==> src/rtl/diff_pkg.sv <==
`default_nettype none
// ============================================================================
// Module  : diff_pkg
// Purpose : Shared definitions for the diff_kernel block. Holds the one-hot
//           state encoding of the kernel FSM and the default geometry
//           (data width, address width, memory depth).
// Ports   : none (package)
// Revision: 1.0 - initial release
// ============================================================================
package diff_pkg;

    localparam int DATA_W_DEFAULT = 32;
    localparam int ADDR_W_DEFAULT = 8;
    localparam int DEPTH_DEFAULT  = 256;

    // One-hot encoding, matching the sibling prefix-sum kernel.
    typedef enum logic [4:0] {
        ST_IDLE    = 5'b00001,
        ST_CHECK   = 5'b00010,
        ST_RD_WAIT = 5'b00100,
        ST_CALC    = 5'b01000,
        ST_RET     = 5'b10000
    } state_e;

endpackage : diff_pkg
`default_nettype wire

==> src/rtl/diff_kernel.sv <==
`default_nettype none
// ============================================================================
// Module  : diff_kernel
// Purpose : Inverse prefix-sum. Reads b[0..n-1] from an external memory and
//           writes a[i] = b[i] - b[i-1] (b[-1] = 0) back through a write
//           port, one element every 3 cycles. Returns a[n-1].
// Ports   : sys_clk, sys_rst_n     - clock, asynchronous active-low reset
//           start, n               - run request (sampled in IDLE), count
//           rd_addr, rd_data       - b memory read port, 1-cycle latency
//           wr_en, wr_addr, wr_data- a memory write port (one strobe/element)
//           busy, done, return_val - status, done pulse, a[n-1]
//           mismatch               - only with DIFF_SELFCHECK_EN defined
// Options : DIFF_SELFCHECK_EN - adds a running sum of written values and
//           flags when it disagrees with the last b value read.
// Revision: 1.0 - initial release
// ============================================================================
module diff_kernel
    import diff_pkg::*;
#(
    parameter int DATA_W = DATA_W_DEFAULT,
    parameter int ADDR_W = ADDR_W_DEFAULT,
    parameter int DEPTH  = DEPTH_DEFAULT
) (
    input  logic              sys_clk,
    input  logic              sys_rst_n,
    input  logic              start,
    input  logic [DATA_W-1:0] n,
    output logic [ADDR_W-1:0] rd_addr,
    input  logic [DATA_W-1:0] rd_data,
    output logic              wr_en,
    output logic [ADDR_W-1:0] wr_addr,
    output logic [DATA_W-1:0] wr_data,
    output logic              busy,
    output logic              done,
    output logic [DATA_W-1:0] return_val
`ifdef DIFF_SELFCHECK_EN
    ,
    output logic              mismatch
`endif
);

    localparam logic [DATA_W-1:0] DEPTH_W = DATA_W'(DEPTH);

    state_e            state_q, state_d;
    logic [DATA_W-1:0] i_q, i_d;
    logic [DATA_W-1:0] prev_q, prev_d;
    logic [DATA_W-1:0] last_q, last_d;
    logic [DATA_W-1:0] n_lat_q, n_lat_d;
    logic [ADDR_W-1:0] rd_addr_q, rd_addr_d;
    logic              busy_q, busy_d;
    logic              done_q, done_d;
    logic [DATA_W-1:0] ret_q, ret_d;
    logic [DATA_W-1:0] diff;

`ifdef DIFF_SELFCHECK_EN
    logic [DATA_W-1:0] acc_q, acc_d;
    logic              mismatch_q, mismatch_d;
`endif

    // rd_data is only meaningful in CALC; outside it the result is unused.
    assign diff = rd_data - prev_q;

    // ------------------------------------------------------------------------
    // Next-state and datapath
    // ------------------------------------------------------------------------
    always_comb begin
        state_d   = state_q;
        i_d       = i_q;
        prev_d    = prev_q;
        last_d    = last_q;
        n_lat_d   = n_lat_q;
        rd_addr_d = rd_addr_q;
        busy_d    = busy_q;
        done_d    = 1'b0;
        ret_d     = ret_q;
`ifdef DIFF_SELFCHECK_EN
        acc_d      = acc_q;
        mismatch_d = mismatch_q;
`endif
        unique case (state_q)
            ST_IDLE: begin
                if (start) begin
                    // Clamp so addresses never wrap past the memory.
                    n_lat_d = (n > DEPTH_W) ? DEPTH_W : n;
                    i_d     = '0;
                    prev_d  = '0;
                    last_d  = '0;
                    busy_d  = 1'b1;
                    state_d = ST_CHECK;
`ifdef DIFF_SELFCHECK_EN
                    acc_d      = '0;
                    mismatch_d = 1'b0;
`endif
                end
            end
            ST_CHECK: begin
                if (i_q >= n_lat_q) begin
                    state_d = ST_RET;
                end else begin
                    rd_addr_d = i_q[ADDR_W-1:0];
                    state_d   = ST_RD_WAIT;
                end
            end
            ST_RD_WAIT: begin
                state_d = ST_CALC;
            end
            ST_CALC: begin
                prev_d  = rd_data;
                last_d  = diff;
                i_d     = i_q + 1'b1;
                state_d = ST_CHECK;
`ifdef DIFF_SELFCHECK_EN
                acc_d = acc_q + diff;
`endif
            end
            ST_RET: begin
                ret_d   = last_q;
                done_d  = 1'b1;
                busy_d  = 1'b0;
                state_d = ST_IDLE;
`ifdef DIFF_SELFCHECK_EN
                // prev_q holds the last b value read in this run.
                mismatch_d = (n_lat_q != '0) && (acc_q != prev_q);
`endif
            end
            default: begin
                state_d = ST_IDLE;
            end
        endcase
    end

    // ------------------------------------------------------------------------
    // State register
    // ------------------------------------------------------------------------
    always_ff @(posedge sys_clk or negedge sys_rst_n) begin
        if (!sys_rst_n) begin
            state_q   <= ST_IDLE;
            i_q       <= '0;
            prev_q    <= '0;
            last_q    <= '0;
            n_lat_q   <= '0;
            rd_addr_q <= '0;
            busy_q    <= 1'b0;
            done_q    <= 1'b0;
            ret_q     <= '0;
        end else begin
            state_q   <= state_d;
            i_q       <= i_d;
            prev_q    <= prev_d;
            last_q    <= last_d;
            n_lat_q   <= n_lat_d;
            rd_addr_q <= rd_addr_d;
            busy_q    <= busy_d;
            done_q    <= done_d;
            ret_q     <= ret_d;
        end
    end

`ifdef DIFF_SELFCHECK_EN
    always_ff @(posedge sys_clk or negedge sys_rst_n) begin
        if (!sys_rst_n) begin
            acc_q      <= '0;
            mismatch_q <= 1'b0;
        end else begin
            acc_q      <= acc_d;
            mismatch_q <= mismatch_d;
        end
    end

    assign mismatch = mismatch_q;
`endif

    // ------------------------------------------------------------------------
    // Outputs. The write port is driven only while in CALC, where rd_data
    // carries the b value requested two edges earlier; it is forced to zero
    // elsewhere so nothing leaks out during reset or idle.
    // ------------------------------------------------------------------------
    assign rd_addr    = rd_addr_q;
    assign wr_en      = (state_q == ST_CALC);
    assign wr_addr    = (state_q == ST_CALC) ? i_q[ADDR_W-1:0] : '0;
    assign wr_data    = (state_q == ST_CALC) ? diff : '0;
    assign busy       = busy_q;
    assign done       = done_q;
    assign return_val = ret_q;

endmodule : diff_kernel
`default_nettype wire

==> config.mk <==
export PLATFORM = sky130hd
export DESIGN_NAME = diff_kernel
export DESIGN_NICKNAME = d
export VERILOG_FILES = /design/src/rtl/diff_pkg.sv /design/src/rtl/diff_kernel.sv
export SDC_FILE = /design/constraint.sdc
export NUM_CORES = 1
export LEC_CHECK = 0
export CAP_MARGIN = 30
export CORE_UTILIZATION = 25
export DETAILED_ROUTE_END_ITERATION = 8
export GPL_TIMING_DRIVEN = 0
export PLACE_DENSITY = 0.49
export SLEW_MARGIN = 20
export SYNTH_ARGS = -nofsm -noshare
export SYNTH_HDL_FRONTEND = slang
export SYNTH_SLANG_ARGS = --single-unit
==> constraint.sdc <==
create_clock -name sys_clk -period 4.7 [get_ports sys_clk]
set_clock_uncertainty 0.2 [all_clocks]
set_input_delay 1.175 -clock sys_clk [delete_from_list [all_inputs] [get_ports sys_clk]]
set_output_delay 1.175 -clock sys_clk [all_outputs]
set_load 0.03 [all_outputs]
==> flow_metrics.py, run 1 <==
metrics = {
    "detailed_routing": {
        "vias": 8288,
        "drc": 0,
        "viasPerCell": 4.61,
        "drtIter0Drc": 428,
        "drtPass1Iterations": 5,
        "wire_per_inst_um": 16.0,
        "routed_wl_mm": 28.7,
        "ant_nets": 0,
    },
    "clocking": {
        "clk_latency_ns": 0.45,
        "cts_root_buffer": "clkbuf_16",
        "cts_buffers": 17,
        "path_clk_slew_ns": 0.07,
        "cts.path.max_buffers": 2,
        "numClockSinks": 175,
        "cts_tree": "done",
        "h-tree-depth": 4,
    },
    "timing": {
        "slew_viol_final": 0,
        "finalSetupTns_ns": -0.316,
        "post-route-min-period_ns": 4.79,
        "rsz0062_at_grt": "yes",
        "fin_crit_sh_pct": 102,
        "worst_slew_pin_slew_ns": 0.860,
        "fin_ws_ns": -0.0863,
        "setup_violations": 7,
        "hold_violations": 0,
        "slew_headroom_pct": 42.3,
        "fmax_ghz": 0.209,
    },
    "synth": {
        "synth_top_area_cell": "dfrtp_1",
        "synth-edff-count": 0,
        "synth_ff_type": "dfrtp_1",
        "synth_warnings": 0,
        "synth_top_area_share_pct": 45.7,
        "syn_area_mm2": 0.00952,
        "yosysSeqAreaShare_pct": 46.0,
        "synth_seq_cells": 175,
        "synthArstFlopShare_pct": 100,
        "netlist_top_cells_count": "nand2_1 (197), dfrtp_1 (174), nor2_1 (95)",
        "avgSynthCellArea_um2": 9.02,
        "yosysMostFrequentCell": "nand2_1",
        "synthTopCellsByArea": "dfrtp_1 (46%), ha_1 (8.4%), nand2_1 (7.8%)",
        "yosysUniqueCellTypes": 57,
        "synth_cells": 1056,
        "synthesis.nets": 1188,
    },
    "global_route": {
        "antenna_found_initial": 0,
        "grt_pass1_wl_mm": 45.3,
        "grt_usage_pct": 15.0,
        "grt_pass1_vias": 8212,
        "grt_overflow": 0,
        "grt_max_degree": 92,
    },
    "flow_run": {
        "cap_viol_max_count": 0,
    },
    "die": {
        "die_h_um": 197,
        "initial_core_util_pct": 25.3,
        "std_cell_rows": 71,
        "io_pins": 150,
        "coreArea_mm2": 0.0376,
        "dieArea_mm2": 0.0389,
        "die_w_um": 197,
    },
    "worst_hold_path": {
        "min_path_type": "reg2reg",
        "hp-start": "last_q[1]$_DFFE_PN0P_",
        "whs_endpoint": "return_val[1]$_DFFE_PN0P_",
        "hold_depth": 2,
    },
    "place": {
        "hpwlAfterDp_mm": 21.4,
        "io_buffer_count": 149,
        "gp_congestion": 0.837,
    },
    "layout": {
        "num-fill-cells": 3821,
        "nNetsFinal": 1407,
        "drive_gt1_share_pct": 21.2,
        "areaGrowthSynthToFinish_pct": 43.5,
        "antenna_cells": 0,
    },
    "critical_path": {
        "cp.arrival_ns": 3.41,
        "worstPathMaxFanout": 3,
        "cp.required_ns": 3.32,
        "rr_startpoint": "i_q[0]$_DFFE_PN0P_",
        "end_kind": "primary output",
        "r2r_end": "rd_addr[5]$_DFFE_PN0P_",
        "crit_type": "in2out",
        "crit_chain": "buf_8 > inv_4 > ha_4 > inv_2 > fa_2 > a211oi_2 > nor2_2 > o31ai_4 > buf_6 > buf_4 > a2111oi_4 > nor3_2 > xnor2_1 > and2_1 > buf_6",
        "reg2reg_slack_ns": 1.79,
        "cpPeakStageDelay_ns": 0.35,
        "slowest_stage": "fa_2",
        "cp_common_cell": "buf_6",
        "rr_worst_depth": 10,
        "startpoint_type": "primary input",
    },
    "power_and_ir_drop": {
        "ir_worst_vdd_mv": 0.254,
        "p_per_area_mw_per_mm2": 284,
        "finalPower_mw": 3.88,
        "power.static_leakage_nw": 6.32,
    },
    "outcome": {
        "run_status": "complete, but fails checks",
        "violations": "negative setup slack",
    },
}
worst max-delay path by stage:
| stage | start | end | slack [ns] | cells past startpoint |
|---|---|---|---|---|
| after floorplan | rd_data[0] | wr_data[16] | 0.01 | 11 |
| after global placement | sys_rst_n | prev_q[24]$_DFFE_PN0P_ | -5.56 | 1 |
| after detailed placement | rd_data[0] | wr_data[24] | -1.87 | 13 |
| after CTS | rd_data[0] | wr_data[24] | -0.23 | 14 |
| after global routing | rd_data[0] | wr_data[22] | -0.14 | 14 |
| final | rd_data[0] | wr_data[28] | -0.09 | 15 |
critical path, delay by kind of cell:
family / cells / cell delay [ns]
AO/OA/AOI/OAI: 3 / 0.50
XOR/XNOR: 1 / 0.19
adder cells (fa/ha/maj): 2 / 0.47
buffers and inverters: 6 / 0.62
AND/OR/NAND/NOR: 3 / 0.46
cell type report:
| class | instances | area, µm² | area share [%] |
|---|---|---|---|
| plain buffers | 31 | 129 | 0.943 |
| inverters | 75 | 284 | 2.08 |
| well taps | 511 | 639 | 4.68 |
| clock inverters | 14 | 205 | 1.50 |
| clock buffers | 18 | 439 | 3.21 |
| flip-flops and latches | 175 | 4380 | 32.1 |
| repair buffers | 209 | 1870 | 13.7 |
| multi-input cells | 766 | 5710 | 41.8 |
what timing repair did:
| action | 4_1_cts | 5_1_grt |
|---|---|---|
| gates resized for setup | 325 | 75 |
| setup endpoints to repair | 36 | 29 |
| setup buffers | 38 | 21 |
| hold buffers | 0 | 0 |
| pin swaps | 56 | 56 |
| cloned | 0 | 0 |
cell usage in the layout, fill, tap and decap left out, types with 25 or more instances in the layout:
cell type | Yosys | routed
a21o_1 | 31 | 31
a21oi_1 | 43 | 25
buf_4 | 0 | 63
clkdlybuf4s50_1 | 0 | 91
dfrtp_1 | 174 | 174
ha_1 | 64 | 36
ha_4 | 0 | 27
inv_1 | 75 | 73
nand2_1 | 197 | 190
nor2_1 | 95 | 89
o21ai_0 | 69 | 55
xor2_1 | 30 | 27
per-layer routing:
metal	vias to the layer above	part of all wire [%]	routed length [µm]	track usage (%)
met1	4042	46	13300	19.5
met5	-	0	0	0
met4	0	1.8	504	5.28
met2	176	48	13800	24.9
met3	29	3.9	1130	2.87
li1	4041	-	-	-
sequential cells by signal, indices dropped and copies added (netlist names):
name,count
last_q,32
done,1
n_lat_q,32
prev_q,32
return_val,32
busy,1
rd_addr,8
i_q,32
state_q,5
where the power goes:
| part | leakage, nW | total [mW] | switching [mW] | internal, mW |
|---|---|---|---|---|
| sequential | 2.09 | 1.62 | 0.0391 | 1.58 |
| combinational | 3.92 | 0.685 | 0.346 | 0.339 |
| clock | 0.307 | 1.58 | 0.667 | 0.916 |
cell families after synthesis:
group | share of synthesized area (%)
and+or+nand+nor | 19.9
AOI/OAI and AO/OA | 14.9
DFF | 46.0
buffers and inverters | 4.61
adders and majority gates | 8.62
xor gates and xnor gates | 4.97
muxes | 0.946
metrics by stage:
stage	instances	utilization, %	setup slack [ns]	area (µm²)	hold slack, ns
4_1_cts	1778	35.5	-0.226	13300	0.277
5_1_grt	1799	36.4	-0.143	13700	0.294
3_3_place_gp	1716	31.1	-5.56	11700	0.253
6_report	1799	36.4	-0.0863	13700	0.272
2_1_floorplan	1056	-	0.0115	9550	0.239
3_5_place_dp	1717	31.2	-1.87	11700	0.259
Note: power is estimated with default switching activity, not from simulation.
==> run 2, diff against run 1 <==
- CAP_MARGIN: 30 -> unset
- SLEW_MARGIN: 20 -> 25
==> flow_metrics.py, run 2 (synthesis results as in run 1) <==
metrics = {
    "die": {
        "std_cell_rows": 71,
        "dieArea_mm2": 0.0389,
        "die_h_um": 197,
        "die_w_um": 197,
        "initial_core_util_pct": 25.3,
        "io_pins": 150,
        "coreArea_mm2": 0.0376,
    },
    "detailed_routing": {
        "routed_wl_mm": 29.5,
        "drtIter0Drc": 497,
        "ant_nets": 0,
        "drc": 0,
        "viasPerCell": 4.66,
        "vias": 8399,
        "wire_per_inst_um": 16.4,
        "drtPass1Iterations": 7,
    },
    "clocking": {
        "clk_latency_ns": 0.44,
        "cts_root_buffer": "clkbuf_16",
        "cts.path.max_buffers": 2,
        "cts_tree": "done",
        "h-tree-depth": 4,
        "numClockSinks": 175,
        "cts-hold-fix-buffers": 0,
        "cts_buffers": 17,
        "path_clk_slew_ns": 0.06,
    },
    "global_route": {
        "antenna_found_initial": 0,
        "grt_pass1_wl_mm": 46.5,
        "grt_pass1_vias": 8389,
        "grt_max_degree": 86,
        "grt_overflow": 0,
        "grt_usage_pct": 15.4,
    },
    "critical_path": {
        "cp.required_ns": 3.32,
        "crit_end": "wr_data[28]",
        "crit_type": "in2out",
        "r2r_end": "rd_addr[1]$_DFFE_PN0P_",
        "cp.arrival_ns": 3.49,
        "startpoint": "rd_data[0]",
        "end_kind": "primary output",
        "rr_startpoint": "i_q[0]$_DFFE_PN0P_",
        "rr_worst_depth": 9,
        "worstPathMaxFanout": 3,
        "startpoint_type": "primary input",
        "reg2reg_slack_ns": 1.53,
    },
    "layout": {
        "final_cell_mix": "nand2_1 (190), dfrtp_1 (174), clkdlybuf4s50_1 (91)",
        "mostFrequentLayoutCell": "nand2_1",
        "drive_gt1_share_pct": 21.7,
        "fin_util_pct": 36.5,
        "finalNonFillerCells": 1803,
        "nNetsFinal": 1411,
        "antenna_cells": 0,
        "areaGrowthSynthToFinish_pct": 44.1,
    },
    "place": {
        "gp_congestion": 0.837,
        "io_buffer_count": 149,
        "place_inst": 1718,
        "hpwlAfterDp_mm": 21.5,
    },
    "timing": {
        "fin_crit_sh_pct": 104,
        "worst_slew_pin_slew_ns": 0.879,
        "post-route-min-period_ns": 4.87,
        "fin_ws_ns": -0.167,
        "rsz0062_at_grt": "yes",
        "setup_violations": 11,
        "slew_viol_final": 0,
        "hold_violations": 0,
        "slew_headroom_pct": 41.1,
        "fmax_ghz": 0.205,
        "hold_ws_ns": 0.271,
    },
    "outcome": {
        "run_status": "complete, but fails checks",
        "violations": "negative setup slack",
    },
    "power_and_ir_drop": {
        "p_per_area_mw_per_mm2": 277,
        "power.static_leakage_nw": 6.34,
        "ir_worst_vdd_mv": 0.270,
    },
    "flow_run": {
        "cap_viol_max_count": 0,
    },
    "worst_hold_path": {
        "min_path_type": "reg2reg",
    },
}
==> run 2: timing repair <==
action                     CTS  global route
setup buffers               41            22
cloned                       0             0
pin swaps                   63            54
setup endpoints to repair   36            31
gates resized for setup    333            84
==> run 2: power by group <==
group          switching (mW)  leakage [nW]  internal (mW)
sequential             0.0393          2.09           1.58
clock                   0.648         0.286          0.828
combinational           0.361          3.96          0.349
==> run 2: cell type report <==
| class | instances | area, µm² |
|---|---|---|
| inverters | 75 | 284 |
| fillers | 3795 | 23900 |
| multi-input cells | 766 | 5750 |
| repair buffers | 213 | 1940 |
| well taps | 511 | 639 |
| clock inverters | 12 | 134 |
| plain buffers | 31 | 128 |
| clock buffers | 20 | 467 |
| flip-flops and latches | 175 | 4380 |
==> run 2: how the worst min path moves through the flow <==
stage | start | to | slack, ns | depth (start not counted)
detailed placement | last_q[8]$_DFFE_PN0P_ | return_val[8]$_DFFE_PN0P_ | 0.26 | 2
CTS | last_q[1]$_DFFE_PN0P_ | return_val[1]$_DFFE_PN0P_ | 0.27 | 2
floorplan | last_q[23]$_DFFE_PN0P_ | return_val[23]$_DFFE_PN0P_ | 0.24 | 2
finish | last_q[4]$_DFFE_PN0P_ | return_val[4]$_DFFE_PN0P_ | 0.27 | 2
global placement | last_q[8]$_DFFE_PN0P_ | return_val[8]$_DFFE_PN0P_ | 0.25 | 2
global route | last_q[3]$_DFFE_PN0P_ | last_q[3]$_DFFE_PN0P_ | 0.29 | 1
==> run 2: metal layers <==
layer	GRT usage, %	wire [µm]	up-vias
li1	-	-	4050
met1	20.0	13300	4103
met2	25.6	14200	197
met3	2.97	1210	49
met4	5.05	776	0
met5	0	0	-
==> run 2: critical path, cell delays in order <==
cell and delay [ns]:
buf_8 0.10, inv_4 0.05, ha_4 0.13, inv_2 0.04
fa_2 0.41, a211oi_4 0.30, nor2_4 0.07, o31ai_4 0.19
buf_6 0.18, buf_4 0.13, a2111oi_4 0.07, nor3_2 0.19
xnor2_2 0.16, and2_4 0.18, buf_6 0.12
==> run 2: stage by stage <==
step	setup WS (ns)	cell area, µm²	setup TNS, ns	power (mW)
floorplan	0.0115	9550	0	1.91
global placement	-5.56	11700	-1001.60	2.10
detailed placement	-1.88	11700	-35.87	2.10
CTS	-0.193	13400	-1.12	3.77
global route	-0.248	13700	-2.15	3.97
finish	-0.167	13700	-1.30	3.80
==> run 3, diff against run 2 <==
- CORE_MARGIN: unset -> 4
- HOLD_SLACK_MARGIN: unset -> 0.06
- REMOVE_ABC_BUFFERS: unset -> 1
==> flow_metrics.py, run 3 (synthesis results as in run 1) <==
metrics = {
    "layout": {
        "fin_util_pct": 36.2,
        "drive_gt1_share_pct": 21.9,
        "final_cell_mix": "nand2_1 (185), dfrtp_1 (174), clkdlybuf4s50_1 (92)",
        "areaGrowthSynthToFinish_pct": 43.0,
        "nNetsFinal": 1384,
        "num-fill-cells": 3783,
        "stdcell_area_mm2": 0.0136,
        "multiInputGateArea_mm2": 0.00570,
        "register_area_mm2": 0.00438,
        "mostFrequentLayoutCell": "nand2_1",
    },
    "critical_path": {
        "startpoint_type": "primary input",
        "cp.arrival_ns": 3.47,
        "rr_startpoint": "i_q[29]$_DFFE_PN0P_",
        "r2r_end": "rd_addr[6]$_DFFE_PN0P_",
        "cp_common_cell": "buf_6",
        "worstPathMaxFanout": 5,
        "cp.required_ns": 3.32,
        "crit_buf_inv": 5,
        "rr_worst_depth": 7,
        "reg2reg_slack_ns": 1.63,
        "slowest_stage": "fa_2",
        "end_kind": "primary output",
        "cpPeakStageDelay_ns": 0.41,
        "crit_type": "in2out",
        "crit_chain": "buf_6 > inv_4 > ha_4 > inv_2 > fa_2 > a211oi_4 > nor2_4 > o31ai_4 > buf_6 > a21oi_4 > a211oi_4 > xnor2_2 > and2_4 > buf_6",
        "critPathTopFamily": "compound AO/OA/AOI/OAI gates",
    },
    "timing": {
        "hold_violations": 0,
        "setup_violations": 11,
        "fmax_ghz": 0.207,
        "finalSetupTns_ns": -0.785,
        "rsz0062_at_grt": "yes",
        "slew_viol_final": 0,
        "worst_slew_pin_slew_ns": 0.844,
        "fin_ws_ns": -0.140,
        "post-route-min-period_ns": 4.84,
        "fin_crit_sh_pct": 103,
        "slew_headroom_pct": 43.4,
    },
    "die": {
        "std_cell_rows": 71,
        "io_pins": 150,
        "coreArea_mm2": 0.0376,
        "die_w_um": 203,
        "die_h_um": 203,
        "initial_core_util_pct": 25.3,
        "dieArea_mm2": 0.0413,
    },
    "power_and_ir_drop": {
        "finalPower_mw": 3.73,
        "power.static_leakage_nw": 6.28,
        "ir_worst_vdd_mv": 0.193,
        "p_per_area_mw_per_mm2": 274,
    },
    "global_route": {
        "grt_overflow": 0,
        "grt_max_degree": 83,
        "grt_pass1_vias": 8327,
        "grt_usage_pct": 13.7,
        "antenna_found_initial": 1,
        "grt_pass1_wl_mm": 45.8,
    },
    "detailed_routing": {
        "ant_nets": 0,
        "drtIter0Drc": 480,
        "drtPass1Iterations": 5,
        "vias": 8106,
        "drc": 0,
        "routed_wl_mm": 28.4,
        "wire_per_inst_um": 16.0,
        "viasPerCell": 4.56,
    },
    "worst_hold_path": {
        "hp-start": "last_q[5]$_DFFE_PN0P_",
        "min_path_type": "reg2reg",
        "hold_depth": 2,
        "whs_endpoint": "return_val[5]$_DFFE_PN0P_",
    },
    "clocking": {
        "clk_latency_ns": 0.44,
        "cts_root_buffer": "clkbuf_16",
        "numClockSinks": 175,
        "cts_tree": "done",
        "h-tree-depth": 4,
        "path_clk_slew_ns": 0.06,
        "cts.path.max_buffers": 2,
        "cts_buffers": 17,
    },
    "flow_run": {
        "cap_viol_max_count": 0,
    },
    "place": {
        "gp_congestion": 0.814,
        "place_area_mm2": 0.0117,
        "io_buffer_count": 149,
        "hpwlAfterDp_mm": 19.5,
    },
    "outcome": {
        "run_status": "complete, but fails checks",
        "violations": "negative setup slack",
    },
}
-- run 3: cell count changes in the layout (fill, tap and decap cells not counted), sizes merged --
cell	change
inv	-1
clkbuf	-21
diode	+1
buf	-8
clkdlybuf4s15	+2
clkdlybuf4s50	+1
clkinvlp	-1
-- run 3: worst min-delay path: cells and delay by family, from the launching register on --
family           cells  cell delay [ns]
and+or+nand+nor      2             0.10
DFF                  1             0.34
-- run 3: worst max path at each step --
| stage | end | slack, ns | startpoint | depth (start not counted) |
|---|---|---|---|---|
| after floorplan | wr_data[23] | -0.17 | rd_data[3] | 8 |
| after global placement | prev_q[25]$_DFFE_PN0P_ | -5.69 | sys_rst_n | 1 |
| after detailed placement | wr_data[24] | -1.79 | rd_data[0] | 13 |
| after CTS | wr_data[24] | -0.24 | rd_data[0] | 14 |
| after global routing | wr_data[24] | -0.20 | rd_data[0] | 14 |
| final | wr_data[24] | -0.14 | rd_data[0] | 14 |
-- run 3: stage by stage --
stage,setup slack (ns),hold WS [ns],instances
6_report,-0.140,0.263,1776
3_3_place_gp,-5.69,0.255,1676
3_5_place_dp,-1.79,0.255,1683
2_1_floorplan,-0.169,0.239,1016
5_1_grt,-0.201,0.285,1776
4_1_cts,-0.241,0.268,1754
-- run 3: layer usage --
layer	GRT usage (%)	wire length, µm	vias up
met5	0	0	-
met2	23.1	14200	149
li1	-	-	3994
met3	2.66	904	30
met4	3.81	527	0
met1	17.9	12800	3933
-- run 3: timing repair --
item / 4_1_cts / 5_1_grt
resized for setup: 335 / 69
hold endpoints to repair: 0 / 0
setup endpoints to repair: 31 / 22
setup buffers: 40 / 22
pin swaps: 56 / 51
hold buffers: 0 / 0
-- run 3: layout make-up --
class / instances / share of cell area (%)
Antenna cell: 1 / 0.0184
Clock buffer: 21 / 3.31
Clock inverter: 10 / 0.845
Inverter: 75 / 2.10
Multi-Input combinational cell: 766 / 41.9
Sequential cell: 175 / 32.2
Tap cell: 511 / 4.69
Timing Repair Buffer: 217 / 15.0
-- run 3: power breakdown --
part | internal [mW] | leakage [nW] | switching (mW)
logic | 0.349 | 3.92 | 0.357
clock network | 0.793 | 0.269 | 0.614
registers | 1.58 | 2.09 | 0.0349
